$ cat src/rtl/config_pkg.sv
// config_pkg: shared types and defaults for the LED blink arbiter
//   led_arb_state_e    - arbiter FSM states (IDLE, SHOW, GAP)
//   DefaultPeriodWidth - default width of a requester half-period code
package config_pkg;
    typedef enum logic [1:0] {IDLE, SHOW, GAP} led_arb_state_e;
    localparam int unsigned DefaultPeriodWidth = 4;
endpackage

$ cat src/rtl/bsg_counter_up_down.sv
// bsg_counter_up_down: up/down counter with synchronous reset to init_val_p
//   clk_i   - clock
//   reset_i - synchronous reset, loads init_val_p
//   up_i    - amount added this cycle
//   down_i  - amount subtracted this cycle
//   count_o - current count
module bsg_counter_up_down #(
    parameter  int unsigned max_val_p  = 1,
    parameter  int unsigned init_val_p = 0,
    parameter  int unsigned max_step_p = 1,
    localparam int unsigned StepW      = $clog2(max_step_p + 1),
    localparam int unsigned CntW       = (max_val_p < 1) ? 1 : $clog2(max_val_p + 1)
) (
    input  logic             clk_i,
    input  logic             reset_i,
    input  logic [StepW-1:0] up_i,
    input  logic [StepW-1:0] down_i,
    output logic [CntW-1:0]  count_o
);
    logic [CntW-1:0] count_q;
    always_ff @(posedge clk_i)
        count_q <= reset_i ? CntW'(init_val_p) : count_q - CntW'(down_i) + CntW'(up_i);
    assign count_o = count_q;
endmodule

$ cat src/rtl/led_arb_rr_pick.sv
// led_arb_rr_pick: combinational next-winner search over the request vector
//   ptr_i - index of the previous winner; search starts one above it (absent in fixed-priority build)
//   req_i - request vector
//   gnt_o - one-hot winner, all zero when nothing is requested
//   idx_o - winner index, zero when nothing is requested
//   LED_ARB_FIXED_PRIO_EN defined: plain priority encoder, lowest index wins
module led_arb_rr_pick
    import config_pkg::*;
#(
    parameter  int unsigned NumReq = 4,
    localparam int unsigned IdxW   = $clog2(NumReq)
) (
`ifndef LED_ARB_FIXED_PRIO_EN
    input  logic [IdxW-1:0]   ptr_i,
`endif
    input  logic [NumReq-1:0] req_i,
    output logic [NumReq-1:0] gnt_o,
    output logic [IdxW-1:0]   idx_o
);
`ifdef LED_ARB_FIXED_PRIO_EN
    always_comb begin
        idx_o = '0;
        for (int k = NumReq - 1; k >= 0; k--) idx_o = req_i[k] ? IdxW'(k) : idx_o;
    end
`else
    logic [IdxW-1:0] hi_idx, lo_idx;
    logic            hi_any;
    // requesters above the pointer win first; otherwise wrap to the lowest one at or below it
    always_comb begin
        hi_idx = '0;
        lo_idx = '0;
        hi_any = 1'b0;
        for (int k = NumReq - 1; k >= 0; k--) begin
            if (req_i[k] && IdxW'(k) > ptr_i) begin
                hi_idx = IdxW'(k);
                hi_any = 1'b1;
            end
            if (req_i[k] && IdxW'(k) <= ptr_i) lo_idx = IdxW'(k);
        end
        idx_o = hi_any ? hi_idx : lo_idx;
    end
`endif
    assign gnt_o = (|req_i) ? (NumReq'(1) << idx_o) : '0;
endmodule

$ cat src/rtl/led_blink_arbiter.sv
// led_blink_arbiter: time-shares one status LED between requesters, each blinking at its own rate
//   clk_i    - system clock
//   rst_ni   - asynchronous active-low reset
//   req_i    - level request per requester
//   period_i - half-period in ticks per requester, 0 = solid on
//   gnt_o    - one-hot current owner, zero when nobody owns the LED
//   led_o    - registered LED drive
//   tick_o   - one-cycle timebase pulse
//   LED_ARB_FIXED_PRIO_EN defined: fixed priority (lowest index wins), no round-robin pointer
module led_blink_arbiter
    import config_pkg::*;
#(
    parameter int unsigned NumReq        = 4,
    parameter int unsigned CyclesPerTick = 1_000_000,
    parameter int unsigned MinHoldTicks  = 8,
    parameter int unsigned PeriodWidth   = DefaultPeriodWidth
) (
    input  logic                              clk_i,
    input  logic                              rst_ni,
    input  logic [NumReq-1:0]                 req_i,
    input  logic [NumReq-1:0][PeriodWidth-1:0] period_i,
    output logic [NumReq-1:0]                 gnt_o,
    output logic                              led_o,
    output logic                              tick_o
);
    localparam int unsigned IdxW  = $clog2(NumReq);
    localparam int unsigned HoldW = $clog2(MinHoldTicks + 1);
    localparam int unsigned PresW = (CyclesPerTick > 1) ? $clog2(CyclesPerTick) : 1;

    if (NumReq < 2) begin : g_bad_num_req
        $error("led_blink_arbiter: NumReq must be at least 2");
    end
    if (CyclesPerTick < 1) begin : g_bad_cycles
        $error("led_blink_arbiter: CyclesPerTick must be at least 1");
    end
    if (MinHoldTicks < 1) begin : g_bad_hold
        $error("led_blink_arbiter: MinHoldTicks must be at least 1");
    end

    led_arb_state_e         state_q, state_d;
    logic [NumReq-1:0]      gnt_q, gnt_d, pick_gnt;
    logic [IdxW-1:0]        pick_idx;
    logic [PeriodWidth-1:0] period_q, period_d, phase_q, phase_d;
    logic [HoldW-1:0]       hold_q, hold_d;
    logic                   led_q, led_d;
    logic [PresW-1:0]       pres_cnt;
    logic                   tick, restart, toggle, owner_on, others, hold_done;

    // prescaler restarts on wrap and on every state change so each state starts a fresh tick period
    bsg_counter_up_down #(
        .max_val_p (CyclesPerTick - 1),
        .init_val_p(0),
        .max_step_p(1)
    ) u_pres (
        .clk_i  (clk_i),
        .reset_i(!rst_ni || restart),
        .up_i   (1'b1),
        .down_i (1'b0),
        .count_o(pres_cnt)
    );

    // gating with rst_ni keeps tick_o low during reset before the counter has seen a clock edge
    assign tick    = rst_ni && pres_cnt == PresW'(CyclesPerTick - 1);
    assign restart = tick || state_d != state_q;

`ifndef LED_ARB_FIXED_PRIO_EN
    logic [IdxW-1:0] ptr_q, ptr_d;
    assign ptr_d = (state_q == IDLE && |req_i) ? pick_idx : ptr_q;
    always_ff @(posedge clk_i or negedge rst_ni) begin
        if (!rst_ni) ptr_q <= IdxW'(NumReq - 1);
        else         ptr_q <= ptr_d;
    end
`endif

    led_arb_rr_pick #(.NumReq(NumReq)) u_pick (
`ifndef LED_ARB_FIXED_PRIO_EN
        .ptr_i(ptr_q),
`endif
        .req_i(req_i),
        .gnt_o(pick_gnt),
        .idx_o(pick_idx)
    );

    assign owner_on  = |(req_i & gnt_q);
    assign others    = |(req_i & ~gnt_q);
    // hold counts as done on the tick that carries it to saturation, so a SHOW lasts exactly MinHoldTicks ticks
    assign hold_done = hold_q == HoldW'(MinHoldTicks) || (tick && hold_q == HoldW'(MinHoldTicks - 1));
    assign toggle    = tick && period_q != '0 && phase_q == period_q - 1'b1;

    always_comb begin
        state_d  = state_q;
        gnt_d    = gnt_q;
        period_d = period_q;
        phase_d  = phase_q;
        hold_d   = hold_q;
        led_d    = 1'b0;
        case (state_q)
            IDLE: if (|req_i) begin
                state_d  = SHOW;
                gnt_d    = pick_gnt;
                period_d = period_i[pick_idx];
                phase_d  = '0;
                hold_d   = '0;
                led_d    = 1'b1;
            end
            SHOW: if (!owner_on || (hold_done && others)) begin
                state_d = GAP;
            end else begin
                led_d   = led_q ^ toggle;
                phase_d = toggle ? '0 : phase_q + PeriodWidth'(tick && period_q != '0);
                hold_d  = hold_q + HoldW'(tick && hold_q != HoldW'(MinHoldTicks));
            end
            GAP:     state_d = tick ? IDLE : GAP;
            default: state_d = IDLE;
        endcase
    end

    always_ff @(posedge clk_i or negedge rst_ni) begin
        if (!rst_ni) begin
            state_q  <= IDLE;
            gnt_q    <= '0;
            period_q <= '0;
            phase_q  <= '0;
            hold_q   <= '0;
            led_q    <= 1'b0;
        end else begin
            state_q  <= state_d;
            gnt_q    <= gnt_d;
            period_q <= period_d;
            phase_q  <= phase_d;
            hold_q   <= hold_d;
            led_q    <= led_d;
        end
    end

    assign gnt_o  = (state_q == SHOW) ? gnt_q : '0;
    assign led_o  = led_q;
    assign tick_o = tick;
endmodule

$ cat config.mk
export PLATFORM = sky130hd
export DESIGN_NAME = led_blink_arbiter
export DESIGN_NICKNAME = d
export VERILOG_FILES = /design/src/rtl/config_pkg.sv /design/src/rtl/bsg_counter_up_down.sv /design/src/rtl/led_arb_rr_pick.sv /design/src/rtl/led_blink_arbiter.sv
export SDC_FILE = /design/constraint.sdc
export NUM_CORES = 1
export LEC_CHECK = 0
export BUFFER_PORTS_ARGS = -buffer_cell sky130_fd_sc_hd__clkbuf_2
export CORE_MARGIN = 5
export CORE_UTILIZATION = 49
export CTS_BUF_LIST = sky130_fd_sc_hd__clkbuf_4 sky130_fd_sc_hd__clkbuf_8
export CTS_CLUSTER_SIZE = 25
export DETAILED_ROUTE_END_ITERATION = 6
export PLACE_DENSITY = 0.71
export SLEW_MARGIN = 10
export SYNTH_ARGS = -nofsm -noshare
export SYNTH_HDL_FRONTEND = slang
export SYNTH_HIERARCHICAL = 1
export SYNTH_SLANG_ARGS = --single-unit
$ cat constraint.sdc
create_clock -name clk_i -period 3.4 [get_ports clk_i]
set_clock_uncertainty 0.2 [all_clocks]
set_input_delay 1.02 -clock clk_i [delete_from_list [all_inputs] [get_ports clk_i]]
set_output_delay 1.02 -clock clk_i [all_outputs]
set_load 0.02 [all_outputs]
==> results of run 1 <==
report_power, final:
group | leakage, uW | switching (uW) | internal (uW)
logic | 0.00107 | 1170 | 978
clock network | 0.0000619 | 166 | 248
registers | 0.000433 | 163 | 636
per-stage QoR:
stage / setup slack, ps / cells / power [uW] / instance area (um^2)
final: 140.0 / 475 / 3359 / 3615
after global routing: 7.626 / 475 / 3671 / 3615
after CTS: 119.5 / 475 / 3376 / 3615
after detailed placement: 126.2 / 467 / 2949 / 3495
after global placement: 223.0 / 467 / 2906 / 3495
after floorplan: 412.7 / 366 / 2572 / 3293
sequential cells by signal, summed over array words and instances, names as in the netlist:
register,flops
u_pres/count_o,20
gnt_q,4
hold_q,4
period_q,4
phase_q,4
ptr_q,2
state_q,2
led_o,1
worst register-to-register path: cells and delay by family (launching register included):
kind / cells / cell delay, ps
AOI/OAI and AO/OA: 5 / 930
adders and majority gates: 3 / 760
buffers and inverters: 2 / 90
DFF: 1 / 310
muxes: 1 / 340
placed cells by master, fill, tap and decap left out, drive strengths merged, types with 3 or more instances in the layout:
| master | instances |
|---|---|
| a211oi | 5 |
| a21boi | 4 |
| a21o | 4 |
| a21oi | 26 |
| a31oi | 3 |
| and2 | 5 |
| buf | 6 |
| clkbuf | 34 |
| dfrtp | 19 |
| dfxtp | 20 |
| ha | 26 |
| inv | 40 |
| mux2 | 15 |
| mux4 | 4 |
| nand2 | 27 |
| nand2b | 4 |
| nand3 | 9 |
| nand4 | 5 |
| nor2 | 34 |
| nor2b | 10 |
| nor3 | 5 |
| nor4 | 4 |
| nor4b | 3 |
| o21a | 3 |
| o21ai | 19 |
| o21bai | 3 |
| o22ai | 5 |
| o31ai | 5 |
| or3 | 3 |
| xnor2 | 14 |
| xor2 | 6 |
layer usage:
layer	up-vias	track usage	routed length [um]
met5	-	0	0
met4	0	0.02599	36
met3	2	0.03846	305
met2	59	0.2664	3041
met1	1228	0.2253	3135
li1	1356	-	-
cell families after synthesis:
group	after synthesis
buf+inv	49
mux	20
fa+ha+maj	27
xor+xnor	20
compound gates	89
simple gates	118
flops	41
other cells	2
cell type report:
type | instances | share of cell area
clock inverter | 1 | 0.008307
tap | 77 | 0.02665
sequential | 41 | 0.2568
clock buffer | 7 | 0.02492
inverter | 40 | 0.04154
timing repair buffer | 33 | 0.04984
multi-input combinational | 276 | 0.5919
worst max path at each step:
stage	start	end	slack, ps	cells past startpoint
after detailed placement	rst_ni	tick_o	130	6
final	rst_ni	tick_o	140	6
after global placement	rst_ni	tick_o	220	6
after floorplan	req_i[0]	period_q[0]	410	6
after global routing	rst_ni	tick_o	8	6
after CTS	rst_ni	tick_o	120	6
==> flow_metrics.tcl, run 1 <==
set metrics [dict create \
    result_of_the_run "complete, no violations" \
    hold-path-cell-count 1 \
    multi_input_gate_area_in_the_final_layout_um2 2140 \
    critPathMaxFanout 4 \
    synth-seq-area-share 0.2819 \
    most_instantiated_library_cell_after_synthesis "inv_1" \
    path_cells "clkbuf_2 > nor4b_2 > and4_1 > nand2_1 > inv_2 > clkbuf_2" \
    detailedRoute.firstIterationViolations 126 \
    synth-compound-area-share 0.2036 \
    setup.worst_path.start_class "input pin" \
    synth_nets 415 \
    gp_congestion 0.8674 \
    nFillCells 575 \
    cpLargestDelayFamily "simple AND/OR/NAND/NOR gates" \
    holdCritStartpoint "hold_q[3]" \
    rsz0062_at_grt "false" \
    post_cts_resized 0 \
    post_synthesis_sequential_element_count 41 \
    chipWidth_um 91.98 \
    wire_length_of_the_first_global_routing_pass_mm 11.57 \
    synthesis.area_per_instance_um2 8.998 \
    vias 2645 \
    setup-tns-final_ps 0 \
    synthDominantAreaCellType "dfrtp_1" \
    ir_drop_mv 0.5454 \
    drv_slew 0 \
    end_kind "output pin" \
    hold_viol 0 \
    num_rows 29 \
    yosys_warnings 6 \
    hpwlAfterDp_mm 5.129 \
    dr.pass1.iters 4 \
    cts_sinks 41 \
    synth_simple_gate_area_frac 0.2040 \
    cap_violations 0 \
    yosys.area_share.xor_xnor 0.05319 \
    die-area_um2 8460 \
    powerDensity_nw_per_um2 929.2 \
    fraction_of_registers_with_async_set_reset 0.5122 \
    fraction_of_layout_cells_with_a_size_suffix_above_1 0.2286 \
    holdWs_ps 319.6 \
    num_antenna_cells 0 \
    timing.hold.worst_endpoint "hold_q[3]" \
    chip_height_um 91.98 \
    worst_path_largest_cell_delay_ps 270 \
    synth_top_flop_cell "dfxtp_1" \
    timing_worst_setup_path_type "in -> out" \
    tritoncts "yes" \
    cts_htree_levels 2 \
    floorplan.initialDensity 0.5099 \
    tritoncts.num_buffers 5 \
    max_slew.worst_pin.slew_ps 659.1 \
    share_of_the_core_filled_with_cells_in_the_final_layout 0.5597 \
    synth.top_cells.by_area "dfrtp_1, dfxtp_1, ha_1, inv_1, nor2_1" \
    global_route.usage.total 0.1634 \
    synth_cells 366 \
    number_of_synthesized_flops_with_an_enable_pin 0 \
    synthMuxAreaShare 0.08169 \
    portbufs 27 \
    cp_bufs_invs 3 \
    reg2reg_depth 11 \
    synthToLayoutAreaGrowth_pct 9.765 \
    syn-cell-area_um2 3293 \
    cts.path.max_buffers 2 \
    layout.area.seq_um2 928.4 \
    synth_top_area_share 0.1444 \
    timing.max_slew.rel_slack 0.5605 \
    critPathSlowestCell "and4_1" \
    cts.root.buffer_cell "clkbuf_8" \
    r2r_start "u_pres/count_o[0]" \
    cts-hold-fix-buffers 0 \
    cell_repeated_most_along_the_worst_path "clkbuf_2" \
    clk_transition_reported_paths_ps 90 \
    synth_fa_ha_area_frac 0.1049 \
    rr_endpoint "u_pres/count_o[12]" \
    number_of_vias_per_cell_after_detailed_routing 5.568 \
    timing.critical_path.arrival_ps 2040 \
    synthDistinctLibCells 76 \
    insertion_delay_ps 290 \
    antenna_found_initial 0 \
    antenna_left 0 \
    drc 0 \
    grt-ovfl-total 0 \
    grt_max_degree 26 \
    cts_setup_buffers 0 \
    min_period_over_period 0.9588 \
    core_region_area_um2 6459 \
    wl_per_cell_um 13.72 \
    grt_pass1_vias 2542 \
    setup_viol 0 \
    drt-total-wl_mm 6.517 \
    total_leakage_power_uw 0.001563 \
    io-pin-count 28 \
    synth_commonest_cells "inv_1, nor2_1, ha_1, nand2_1, a21oi_1" \
    timing.fmax_mhz 306.7 \
    combinational_family_with_the_most_area_after_synthesis "simple AND/OR/NAND/NOR gates" \
    ff_to_ff_setup_slack_ps 660 \
    holdCritPathClass "reg -> reg" \
    post-route-min-period_ps 3260 \
    design.final.nets 446 \
    critical_path_required_ps 2180 \
]
Power figures use the tool's default switching activity.
==> inputs of run 2 (changes only) <==
--- a/config.mk
+++ b/config.mk
@@ -11,7 +11,8 @@
 export CTS_BUF_LIST = sky130_fd_sc_hd__clkbuf_4 sky130_fd_sc_hd__clkbuf_8
 export CTS_CLUSTER_SIZE = 25
 export DETAILED_ROUTE_END_ITERATION = 6
-export PLACE_DENSITY = 0.71
+export PLACE_DENSITY_LB_ADDON = 0.12
+export RECOVER_POWER = 50
 export SLEW_MARGIN = 10
 export SYNTH_ARGS = -nofsm -noshare
 export SYNTH_HDL_FRONTEND = slang
==> run 2 against run 1 <==
Clock power is 21% lower. Highest routed layer unchanged. Total power is 3.2% lower. Sequential share of layout area is 0.36 points higher. Routed wire length is 5.9% higher.
==> flow_metrics.tcl, run 2 (synthesized netlist as in run 1, its figures left out) <==
set metrics [dict create \
    tritoncts "yes" \
    timing.max_slew.rel_slack 0.1833 \
    setup_viol 0 \
    number_of_flip_flops_in_the_largest_register 20 \
    tritoncts.num_buffers 5 \
    num_rows 29 \
    timing.fmax_mhz 312.0 \
    critical_path_required_ps 2180 \
    cts-hold-fix-buffers 0 \
    timing.critical_path.arrival_ps 1990 \
    cts_sinks 41 \
    gp_congestion 0.8240 \
    critPathMaxFanout 4 \
    end_kind "output pin" \
    final_design_area_no_fill_um2 3565 \
    number_of_vias_per_cell_after_detailed_routing 5.590 \
    post-route-min-period_ps 3205 \
    design.final.nets 447 \
    floorplan.initialDensity 0.5099 \
    path_cells "clkbuf_2 > nor4b_2 > and4_1 > nand2_1 > inv_2 > clkbuf_2" \
    ir_drop_mv 0.4386 \
    portbufs 27 \
    wire_length_of_the_first_global_routing_pass_mm 12.07 \
    hold_viol 0 \
    worst_path_largest_cell_delay_ps 250 \
    post_cts_resized 0 \
    powerDensity_nw_per_um2 912.0 \
    cts_setup_buffers 0 \
    critPathSlowestCell "and4_1" \
    chipWidth_um 91.98 \
    total_leakage_power_uw 0.001529 \
    setup-tns-final_ps 0 \
    grt-ovfl-total 0 \
    cap_violations 0 \
    most-common-layout-cells "inv_1, nor2_1, nand2_1, ha_1, clkbuf_2" \
    drv_slew 0 \
    global_route.usage.total 0.1731 \
    rsz0062_at_grt "false" \
    insertion_delay_ps 300 \
    detailedRoute.firstIterationViolations 70 \
    chip_height_um 91.98 \
    dpl-instance-area_um2 3502 \
    layout.cells.most_common "inv_1" \
    fraction_of_layout_cells_with_a_size_suffix_above_1 0.2130 \
    timing_worst_setup_path_type "in -> out" \
    cts_htree_levels 2 \
    cell_repeated_most_along_the_worst_path "clkbuf_2" \
    cts.path.max_buffers 2 \
    setup.worst_path.start_class "input pin" \
    grt_pass1_vias 2613 \
    vias 2661 \
    num_antenna_cells 0 \
    drt-total-wl_mm 6.900 \
    grt_max_degree 26 \
    clk_transition_reported_paths_ps 90 \
    die-area_um2 8460 \
    dr.pass1.iters 4 \
    result_of_the_run "complete, no violations" \
    min_period_over_period 0.9427 \
    antenna_left 0 \
    max_slew.worst_pin.slew_ps 1225 \
    hpwlAfterDp_mm 5.372 \
    antenna_found_initial 0 \
    core_region_area_um2 6459 \
    holdCritPathClass "reg -> reg" \
    io-pin-count 28 \
    drc 0 \
    cts.root.buffer_cell "clkbuf_8" \
    synthToLayoutAreaGrowth_pct 8.245 \
    wl_per_cell_um 14.50 \
]
run 2: cell types whose count changed in the layout (fill, tap and decap cells not counted), sizes merged:
cell	before	now
clkinv	0	2
bufinv	1	0
buf	6	4
clkinvlp	0	1
clkbuf	34	35
run 2: worst max-delay path, delay by kind of cell:
kind / cells / cell delay (ps)
buffers and inverters: 3 / 390
and+or+nand+nor: 3 / 570
run 2: metrics by stage:
| stage | instances | setup WS [ps] | hold slack [ps] | total power, uW | utilization |
|---|---|---|---|---|---|
| finish | 476 | 194.8 | 316.3 | 3251 | 0.5519 |
| global route | 476 | 73.94 | 345.5 | 3542 | 0.5519 |
| CTS | 476 | 182.0 | 315.6 | 3298 | 0.5556 |
| detailed placement | 468 | 183.0 | 310.2 | 2958 | 0.5422 |
| global placement | 468 | 225.9 | 277.9 | 2918 | 0.5422 |
| floorplan | 366 | 412.7 | 253.4 | 2572 | - |
run 2: final timing paths:
kind,depth (start not counted),endpoint,from,slack [ps]
max,6,tick_o,rst_ni,190
min,1,hold_q[3],hold_q[3],320
max reg2reg,11,u_pres/count_o[16],u_pres/count_o[0],650
min reg2reg,1,hold_q[3],hold_q[3],320
max in group asynchronous,2,gnt_q[1],rst_ni,1370
min in group asynchronous,2,gnt_q[2],rst_ni,900
run 2: layout make-up:
| type | count | area, um^2 |
|---|---|---|
| clock buffers | 5 | 68.82 |
| clock inverters | 3 | 17.52 |
| fillers | 615 | 2894 |
| inverters | 40 | 150.1 |
| multi-input cells | 276 | 2128 |
| flip-flops and latches | 41 | 928.4 |
| well taps | 77 | 96.34 |
| repair buffers | 34 | 175.2 |
run 2: report_power, final:
part / switching (uW) / internal, uW / leakage (uW)
clock: 186 / 142 / 0.0000439
sequential: 171 / 636 / 0.000433
combinational: 1150 / 966 / 0.00105
total: 1510 / 1740 / 0.00153
run 2: routing by layer:
metal / vias up / wire length, um / GRT usage / part of all wire
met5: - / 0 / 0 / 0
met4: 0 / 123 / 0.05817 / 0.018
met3: 10 / 255 / 0.03355 / 0.037
met2: 48 / 3306 / 0.2987 / 0.48
met1: 1249 / 3215 / 0.2167 / 0.47
li1: 1354 / - / - / -
